==> config.mk <==
export PLATFORM = sky130hd
export DESIGN_NAME = fp_div_arbiter
export DESIGN_NICKNAME = d
export VERILOG_FILES = /design/src/rtl/fp_div_pkg.sv /design/src/rtl/fp_rr_arbiter.sv /design/src/rtl/fp_div_arbiter.sv
export SDC_FILE = /design/constraint.sdc
export NUM_CORES = 1
export LEC_CHECK = 0
export ABC_AREA = 1
export BUFFER_PORTS_ARGS = -buffer_cell sky130_fd_sc_hd__buf_2
export CAP_MARGIN = 20
export CORE_ASPECT_RATIO = 0.6
export CORE_MARGIN = 2
export CORE_UTILIZATION = 33
export DETAILED_ROUTE_END_ITERATION = 16
export MAX_ROUTING_LAYER = met4
export PLACE_DENSITY_LB_ADDON = 0.2
export SYNTH_ARGS = -nofsm -noshare
export SYNTH_HDL_FRONTEND = slang
export SYNTH_SLANG_ARGS = --single-unit
==> constraint.sdc <==
create_clock -name clk -period 2.1 [get_ports clk]
set_input_delay 0.315 -clock clk [delete_from_list [all_inputs] [get_ports clk]]
set_output_delay 0.315 -clock clk [all_outputs]
set_load 0.01 [all_outputs]
==> src/rtl/fp_div_pkg.sv <==
// Shared types and helpers for the floating-point divider front end.
package fp_div_pkg;

  localparam int FP_W  = 32;
  localparam int EXP_W = 8;
  localparam int MAN_W = 23;

  // IEEE-754 single precision fields, MSB first.
  typedef struct packed {
    logic             sign;
    logic [EXP_W-1:0] exp;
    logic [MAN_W-1:0] mant;
  } fp32_t;

  // Arbiter operation phases: pick a requester, wait out the divider, hand back the result.
  typedef enum logic [1:0] {
    IDLE,
    WAIT,
    RESP
  } fp_div_arb_state_e;

  // True for +0 and -0; denormals are not zero.
  function automatic logic is_zero(input fp32_t v);
    return (v.exp == '0) && (v.mant == '0);
  endfunction

endpackage

==> src/rtl/fp_rr_arbiter.sv <==
// Combinational round-robin picker: first requester after ptr, wrapping past N-1.
module fp_rr_arbiter #(
  parameter  int N     = 4,
  localparam int IDX_W = $clog2(N)
) (
  input  logic [N-1:0]     req,
  input  logic [IDX_W-1:0] ptr,
  output logic [N-1:0]     grant_onehot,
  output logic [IDX_W-1:0] grant_idx,
  output logic             any
);

  logic [IDX_W-1:0] cand;

  // Walk the ring starting just after ptr; the first asserted request wins.
  always_comb begin
    grant_onehot = '0;
    grant_idx    = '0;
    any          = 1'b0;
    cand         = ptr;
    for (int k = 0; k < N; k++) begin
      if (cand == IDX_W'(N - 1)) begin
        cand = '0;
      end else begin
        cand = cand + IDX_W'(1);
      end
      if (!any && req[cand]) begin
        any       = 1'b1;
        grant_idx = cand;
      end
    end
    if (any) begin
      grant_onehot[grant_idx] = 1'b1;
    end
  end

endmodule

==> src/rtl/fp_div_arbiter.sv <==
// Shares one fixed-latency floating-point divider between N_REQ requesters.
module fp_div_arbiter
  import fp_div_pkg::*;
#(
  parameter  int N_REQ       = 4,
  parameter  int DIV_LATENCY = 2,
  localparam int ID_W        = $clog2(N_REQ)
) (
  input  logic                  clk,
  input  logic                  reset,
  input  logic [N_REQ-1:0]      req_valid,
  output logic [N_REQ-1:0]      req_ready,
  input  logic [N_REQ*FP_W-1:0] req_a,
  input  logic [N_REQ*FP_W-1:0] req_b,
  output logic                  rsp_valid,
  input  logic                  rsp_ready,
  output logic [ID_W-1:0]       rsp_id,
  output logic [FP_W-1:0]       rsp_result,
  output logic                  rsp_dbz,
  output logic [FP_W-1:0]       div_a,
  output logic [FP_W-1:0]       div_b,
  input  logic [FP_W-1:0]       div_result,
  output logic                  busy
);

  localparam int CNT_W = $clog2(DIV_LATENCY + 1);

  fp_div_arb_state_e state;
  fp_div_arb_state_e state_next;

  logic [ID_W-1:0]  ptr;
  logic [ID_W-1:0]  owner_id;
  logic [CNT_W-1:0] cnt;

  logic [N_REQ-1:0] grant_onehot;
  logic [ID_W-1:0]  grant_idx;
  logic             grant_any;

  logic [FP_W-1:0]  sel_a;
  logic [FP_W-1:0]  sel_b;

  logic             accept;
  logic             capture;

  fp_rr_arbiter #(
    .N (N_REQ)
  ) u_rr (
    .req          (req_valid),
    .ptr          (ptr),
    .grant_onehot (grant_onehot),
    .grant_idx    (grant_idx),
    .any          (grant_any)
  );

  // Grants are only offered while idle, and never while reset is held low.
  assign req_ready = (state == IDLE && reset) ? grant_onehot : '0;

  assign rsp_valid = (state == RESP);
  assign busy      = (state != IDLE);

  // A grant in IDLE is an accept: the requester's valid is already part of the grant.
  assign accept  = (state == IDLE) && grant_any;
  assign capture = (state == WAIT) && (cnt == '0);

  // Steer the granted requester's operands toward the operand registers.
  always_comb begin
    sel_a = '0;
    sel_b = '0;
    for (int i = 0; i < N_REQ; i++) begin
      if (grant_onehot[i]) begin
        sel_a = req_a[i*FP_W +: FP_W];
        sel_b = req_b[i*FP_W +: FP_W];
      end
    end
  end

  // Next-state logic for the single outstanding divider operation.
  always_comb begin
    state_next = state;
    unique case (state)
      IDLE: begin
        if (grant_any) begin
          state_next = WAIT;
        end
      end
      WAIT: begin
        if (cnt == '0) begin
          state_next = RESP;
        end
      end
      RESP: begin
        if (rsp_ready) begin
          state_next = IDLE;
        end
      end
      default: begin
        state_next = IDLE;
      end
    endcase
  end

  // State register; reset drops any operation in flight without a response.
  always_ff @(posedge clk or negedge reset) begin
    if (!reset) begin
      state <= IDLE;
    end else begin
      state <= state_next;
    end
  end

  // Operands, owner and round-robin pointer change only on an accept edge.
  always_ff @(posedge clk or negedge reset) begin
    if (!reset) begin
      div_a    <= '0;
      div_b    <= '0;
      owner_id <= '0;
      ptr      <= ID_W'(N_REQ - 1);
    end else if (accept) begin
      div_a    <= sel_a;
      div_b    <= sel_b;
      owner_id <= grant_idx;
      ptr      <= grant_idx;
    end
  end

  // Counts down the divider latency; zero in WAIT marks the capture edge.
  always_ff @(posedge clk or negedge reset) begin
    if (!reset) begin
      cnt <= '0;
    end else if (accept) begin
      cnt <= CNT_W'(DIV_LATENCY);
    end else if (state == WAIT && cnt != '0) begin
      cnt <= cnt - CNT_W'(1);
    end
  end

  // Response registers load once per operation and hold through back-pressure.
  always_ff @(posedge clk or negedge reset) begin
    if (!reset) begin
      rsp_id     <= '0;
      rsp_result <= '0;
      rsp_dbz    <= 1'b0;
    end else if (capture) begin
      rsp_id     <= owner_id;
      rsp_result <= div_result;
      rsp_dbz    <= is_zero(fp32_t'(div_b));
    end
  end

endmodule
==> metrics.sh, run 1 <==
CTS_TREE='done'
IO_BUFFER_COUNT=399
TIMING.FINAL.HOLD_VIOLATIONS=0
TIMING.MAX_SLEW.REL_SLACK_PCT=59.5
DRCVIOLATIONCOUNT=0
CRIT_PATH_START_KIND='flip-flop'
GRT_SETUP_UNREPAIRED='true'
DETAIL_ROUTE.WIRELENGTH_MM=29.7
FINALSETUPVIOLATIONS=75
LAYOUT_COMMONEST_CELL='sky130_fd_sc_hd__buf_2'
TIMING.CRITICAL_PATH.MAX_DELAY_FAMILY='flip-flops'
SETUP.WORST_PATH.END_CLASS='primary output'
POST_SYNTH_INSTANCE_AREA_SQ_UM=6880
GRT_PASS1_WL_MM=43.9
NUMCTSBUFFERS=9
HP-CLASS='primary input to asynchronous set/reset pin'
FINISH.NET_COUNT=1746
POSTSYNTHAREAPERCELL_SQ_UM=6.87
ANT_NETS=0
FIN_UTIL_PCT=58.6
FAILED_CHECKS='negative setup slack'
FINALWEIGHTEDCONGESTION=0.924
CLK_TRANSITION_REPORTED_PATHS_NS=0.08
GRTUSAGETOTAL_PCT=26.6
YS_SEQ_ELEMENTS=107
SLEW_VIOLATIONS=0
CELL_ROWS=40
AVGVIACOUNTPERCELL=4.91
CRITICALPATHCATEGORY='flip-flop to primary output'
MOSTFREQUENTLAYOUTCELLS='sky130_fd_sc_hd__buf_2 (396), sky130_fd_sc_hd__nand2_1 (196), sky130_fd_sc_hd__inv_1 (113)'
DIE_Y_UM=116
GRT_PASS1_VIAS=8055
FMAX_MHz=375
FIN_WS_NS=-0.563
DETAILEDROUTE.FIRSTITERATIONVIOLATIONS=506
POST_ROUTE_CELLS_DRIVE_ABOVE_1_SHARE_PCT=53.4
DIE-WIDTH_UM=190
GRT_START_MAX_NET_PINS=108
SLOWEST_DELAY_NS=0.59
FINALCRITICALPERIOD_NS=2.66
FILLER_CELL_COUNT=1918
CPMAXSTAGEDELAYCELL='sky130_fd_sc_hd__dfstp_2'
CP_DATA_REQUIRED_TIME_NS=1.78
CP_DATA_ARRIVAL_TIME_NS=2.35
COREAREA_SQ_UM=20200
H_TREE_LEVEL_COUNT=3
CLOCK-SINKS=107
OUTCOME='complete, but fails checks'
TIMING.MAX_CAP.VIOLATIONS=0
WL_PER_CELL_UM=17.1
CLOCK_INSERTION_DELAY_WORST_SKEW_NS=0.35
LAYOUT_OVERHEAD_ON_THE_SYNTHESIZED_AREA_PCT=72.2
NUMBER_OF_BUFFERS_BETWEEN_CLOCK_ROOT_AND_THE_DEEPEST_SINK=2
ANTENNA_FOUND_INITIAL=1
BOUNDARYPINS=400
TIMING.CRITICAL_PATH.FROM='ptr[0]'
TIMING.CRITICAL_PATH.CELLS='ha_4, inv_8, nand3_4, nand2_4, inv_2, nand4_1, buf_4, inv_2, nor2_4, buf_12, nand2_4, nor2_4, buf_6'
SYNTH_SEQUENTIAL_AREA_RATIO_PCT=39.0
POSTSYNTHNETCOUNT=1298
CP.BUFFERS_INVERTERS=6
YS.WARNINGS.COUNT=0
ROUTE.VIAS.TOTAL=8487
POST_DP_HPWL_MM=19.6
MIN_PERIOD_OVER_PERIOD_PCT=127
WORSTREG2REGSTART='ptr[0]'
CLOCK_TREE_ROOT='sky130_fd_sc_hd__clkbuf_16'
FINALCLOCKSKEW_NS=0.0118
DP_SLACK_NS=-0.403
PATH_MAX_FANOUT=5
SYN_INST=1001
DIE_AREA_SQ_UM=22100
START_UTIL_PCT=34.0
LEAST_MARGIN_PIN_SLEW_NS=0.607
SYNTHDISTINCTLIBCELLS=27
OVERFLOW=0
DR.PASS1.ITERS=4
[metrics by stage]
step	area, sq um	setup TNS, ns	std cells	hold WS (ns)
floorplan	7000	-1.49	1001	0.0194
global placement	9620	-15.77	1657	0.457
detailed placement	9620	-19.78	1657	0.467
CTS	11500	-29.05	1723	0.0984
global route	11800	-39.86	1728	0.116
finish	11800	-32.83	1730	0.0736
[cells by family (layout without fill, tap and decap cells)]
family	count (synthesis)	after routing	share of synthesized area, %
muxes	32	32	5.24
buffers and inverters	205	658	12.7
DFF	107	107	39.0
AOI/OAI and AO/OA	187	187	13.7
other	0	3	0
and+or+nand+nor	468	468	29.0
adders and majority gates	2	2	0.364
[per-layer routing]
layer	part of all wire [%]	track usage [%]
met5	0	-
met4	1.4	5.43
met3	7.4	5.30
met2	48	42.5
met1	43	35.4
[synthesized netlist by cell type]
cell type / instances / area (sq um)
sky130_fd_sc_hd__clkbuf_1: 24 / 90.1
sky130_fd_sc_hd__clkbuf_2: 1 / 5.00
sky130_fd_sc_hd__inv_2: 19 / 71.3
sky130_fd_sc_hd__o41ai_1: 1 / 8.76
sky130_fd_sc_hd__nor3_1: 3 / 15.0
sky130_fd_sc_hd__dfstp_2: 2 / 52.6
sky130_fd_sc_hd__o21ai_1: 22 / 110
sky130_fd_sc_hd__a21oi_1: 50 / 250
sky130_fd_sc_hd__inv_1: 117 / 439
sky130_fd_sc_hd__nand4_1: 3 / 18.8
sky130_fd_sc_hd__o21ai_0: 113 / 566
sky130_fd_sc_hd__nand2_2: 3 / 18.8
sky130_fd_sc_hd__nand2_1: 247 / 927
sky130_fd_sc_hd__mux2_2: 32 / 360
sky130_fd_sc_hd__nor2_2: 2 / 12.5
sky130_fd_sc_hd__nand3_2: 2 / 20.0
sky130_fd_sc_hd__nand2_4: 1 / 11.3
sky130_fd_sc_hd__buf_6: 7 / 78.8
sky130_fd_sc_hd__nor2_1: 59 / 221
sky130_fd_sc_hd__o31ai_1: 1 / 7.51
sky130_fd_sc_hd__nand3b_1: 1 / 7.51
sky130_fd_sc_hd__nor4_1: 7 / 43.8
sky130_fd_sc_hd__buf_2: 35 / 175
sky130_fd_sc_hd__buf_4: 2 / 15.0
sky130_fd_sc_hd__ha_1: 2 / 25.0
sky130_fd_sc_hd__dfrtp_1: 105 / 2630
sky130_fd_sc_hd__nand3_1: 140 / 701
[what timing repair did]
item / in CTS / in global routing
hold buffers: 0 / 0
cloned: 18 / 4
pin swaps: 90 / 53
resized for setup: 245 / 94
setup buffers: 34 / 4
setup endpoints to repair: 74 / 75
[flip-flops by register name, summed over array words and instances, names as in the netlist]
register    count
rsp_dbz         1
owner_id        2
div_a          32
div_b          32
cnt             2
rsp_id          2
ptr             2
rsp_result     32
state           2
[cell type report]
type | count | area (sq um) | area share [%]
inverters | 136 | 534 | 4.51
repair inverters | 1 | 11.3 | 0.0950
diodes | 3 | 7.51 | 0.0634
clock inverters | 6 | 61.3 | 0.517
clock buffers | 10 | 229 | 1.93
flip-flops and latches | 107 | 2680 | 22.6
repair buffers | 505 | 3790 | 32.0
multi-input cells | 689 | 4200 | 35.4
well taps | 273 | 342 | 2.88
[path summary, 6_finish.rpt]
kind / end / slack (ns) / cells past startpoint
max: req_ready[1] / -0.56 / 13
min: div_b[14] / 0.07 / 2
max reg2reg: div_a[11] / -0.50 / 15
min reg2reg: rsp_dbz / 0.49 / 2
max in group asynchronous: div_b[30] / 1.59 / 2
min in group clk: state[1] / 0.16 / 2
Power of run 1 is left out: the tool's default activity adds up to more than one toggle a clock period on the data nets, which glitch-free logic cannot reach.
==> run 2: changes to the inputs <==
CORE_UTILIZATION = 30   (was 33)
PLACE_DENSITY = 0.59   (was not set)
PLACE_DENSITY_LB_ADDON = not set   (was 0.2)
==> metrics.sh, run 2 (synthesis gave the netlist of run 1 again) <==
FAILED_CHECKS='negative setup slack'
CLK_TRANSITION_REPORTED_PATHS_NS=0.08  # about the same
LEAST_MARGIN_PIN_SLEW_NS=0.633  # +0.0264 ns
DIE_Y_UM=121  # +4.7%
GRT_PASS1_VIAS=8433  # +4.7%
NUMCTSBUFFERS=9  # unchanged
CLOCK_INSERTION_DELAY_WORST_SKEW_NS=0.37  # +0.02 ns
GRT_START_MAX_NET_PINS=108  # unchanged
SETUP.WORST_PATH.END_CLASS='primary output'
MIN_PERIOD_OVER_PERIOD_PCT=129  # +2.6 points
POST_ROUTE_CELLS_DRIVE_ABOVE_1_SHARE_PCT=45.7  # -7.6 points
NUMBER_OF_BUFFERS_BETWEEN_CLOCK_ROOT_AND_THE_DEEPEST_SINK=2  # unchanged
H_TREE_LEVEL_COUNT=3  # unchanged
CP_DATA_REQUIRED_TIME_NS=1.78  # about the same
MOSTFREQUENTLAYOUTCELLS='sky130_fd_sc_hd__buf_2 (396), sky130_fd_sc_hd__nand2_1 (227), sky130_fd_sc_hd__nand3_1 (126)'
FINALWEIGHTEDCONGESTION=0.919  # -0.58%
COREAREA_SQ_UM=22300  # +10%
PLACED_CELLS=1687  # +1.8%
OUTCOME='complete, but fails checks'
ANTENNA_FOUND_INITIAL=4  # +3
CELL_ROWS=42  # +5.0%
TIMING.MAX_SLEW.REL_SLACK_PCT=57.8  # -1.8 points
CTS_TREE='done'
FINISH.NET_COUNT=1742  # -0.23%
CLOCK_TREE_ROOT='sky130_fd_sc_hd__clkbuf_16'
START_UTIL_PCT=30.9  # -3.1 points
FINALCRITICALPERIOD_NS=2.72  # +0.0550 ns
DIE-WIDTH_UM=199  # +4.8%
ANT_NETS=0  # unchanged
GRT_SETUP_UNREPAIRED='true'
FMAX_MHz=368  # -2.0%
DRCVIOLATIONCOUNT=0  # unchanged
DETAILEDROUTE.FIRSTITERATIONVIOLATIONS=549  # +8.5%
GRT_PASS1_WL_MM=47.3  # +7.6%
FILLER_CELL_COUNT=2269  # +18%
LAYOUT_COMMONEST_CELL='sky130_fd_sc_hd__buf_2'
IO_BUFFER_COUNT=399  # unchanged
FINALSETUPVIOLATIONS=75  # unchanged
WL_PER_CELL_UM=18.0  # +5.2%
CLOCK-SINKS=107  # unchanged
OVERFLOW=0  # unchanged
POST_DP_HPWL_MM=20.6  # +5.1%
BOUNDARYPINS=400  # unchanged
TIMING.FINAL.HOLD_VIOLATIONS=0  # unchanged
HP-CLASS='primary input to asynchronous set/reset pin'
ROUTE.VIAS.TOTAL=8645  # +1.9%
CP_DATA_ARRIVAL_TIME_NS=2.40  # +0.05 ns
DETAIL_ROUTE.WIRELENGTH_MM=31.8  # +7.1%
GRTUSAGETOTAL_PCT=26.7  # +0.061 points
DIE_AREA_SQ_UM=24200  # +9.7%
AVGVIACOUNTPERCELL=4.91  # about the same
LARGEST_REGISTERS='div_a x32, div_b x32, rsp_result x32'
FIN_CELLS=1762  # +1.8%
PATH_MAX_FANOUT=5  # unchanged
TIMING.MAX_CAP.VIOLATIONS=0  # unchanged
SLEW_VIOLATIONS=0  # unchanged
CRIT_PATH_START_KIND='flip-flop'
LAYOUT_OVERHEAD_ON_THE_SYNTHESIZED_AREA_PCT=65.4
FINALCLOCKSKEW_NS=0.00671  # -0.00505 ns
FIN_WS_NS=-0.618  # -0.0550 ns
CRITICALPATHCATEGORY='flip-flop to primary output'
DR.PASS1.ITERS=5  # +1
run 2: cell types whose count changed in the layout (fill, tap and decap cells not counted), moves of 7 or more:
cell                      change
sky130_fd_sc_hd__nand3_2     -46
sky130_fd_sc_hd__nand2_1     +31
sky130_fd_sc_hd__a21oi_1     +15
sky130_fd_sc_hd__nand3_1     +49
sky130_fd_sc_hd__o21ai_2     -15
sky130_fd_sc_hd__a21oi_2     -15
sky130_fd_sc_hd__buf_8        -7
sky130_fd_sc_hd__o21ai_0     +20
sky130_fd_sc_hd__buf_4        +9
sky130_fd_sc_hd__nand2_2     -28
run 2: metal layers:
layer	share of wire (%)	routed length, um	track usage [%]	up-vias
li1	-	-	-	4131
met1	44	13800	34.7	4078
met2	46	14500	41.5	388
met3	9.1	2900	6.89	48
met4	1.7	547	6.94	0
met5	0	0	-	-
run 2: layout make-up:
| cell class | instances | area [sq um] | share of cell area, % |
|---|---|---|---|
| timing repair buffer | 502 | 3750 | 33.0 |
| multi-input combinational | 689 | 3720 | 32.7 |
| sequential | 107 | 2680 | 23.6 |
| inverter | 136 | 537 | 4.72 |
| tap | 308 | 385 | 3.39 |
| clock buffer | 10 | 239 | 2.10 |
| clock inverter | 6 | 55.1 | 0.484 |
| antenna | 4 | 10.0 | 0.0880 |
run 2: repair_timing:
action,4_1_cts,5_1_grt
pin swaps,16,15
hold buffers,0,0
endpoints found under the hold margin,0,0
gates cloned,23,1
resized for setup,119,58
setup endpoints to repair,74,75
setup buffers,29,3
run 2: final timing paths:
kind	startpoint	end	slack, ns	cells past startpoint
max	ptr[0]	req_ready[3]	-0.62	14
min	reset	div_a[24]	0.02	2
max in group asynchronous	reset	div_b[30]	1.58	2
max reg2reg	ptr[0]	div_b[20]	-0.56	16
min reg2reg	rsp_dbz	rsp_dbz	0.48	2
min in group clk	rsp_ready	state[1]	0.14	2
run 2: through the flow:
stage | setup WS, ns | cell area (sq um) | TNS (ns) | hold WS, ns | util (%)
floorplan | -0.0490 | 7000 | -1.49 | 0.0194 | -
global placement | -0.300 | 9620 | -16.47 | 0.458 | 43.2
detailed placement | -0.329 | 9620 | -18.49 | 0.461 | 43.2
global route | -0.713 | 11400 | -45.97 | 0.0602 | 51.1
CTS | -0.583 | 11200 | -32.80 | 0.0741 | 50.2
finish | -0.618 | 11400 | -36.17 | 0.0241 | 51.1
run 2: worst max-delay path: stages, from the launching register on:
cell,delay (ns)
sky130_fd_sc_hd__dfstp_2,0.58
sky130_fd_sc_hd__ha_4,0.24
sky130_fd_sc_hd__inv_8,0.09
sky130_fd_sc_hd__nand2_4,0.06
sky130_fd_sc_hd__nand2_4,0.09
sky130_fd_sc_hd__nand2_2,0.05
sky130_fd_sc_hd__nand2_2,0.07
sky130_fd_sc_hd__nand4_1,0.13
sky130_fd_sc_hd__buf_4,0.17
sky130_fd_sc_hd__nand3_4,0.06
sky130_fd_sc_hd__buf_6,0.12
sky130_fd_sc_hd__nand2_4,0.05
sky130_fd_sc_hd__buf_12,0.12
sky130_fd_sc_hd__nor2_4,0.07
sky130_fd_sc_hd__buf_6,0.11
Power of run 2 is left out for the same reason.
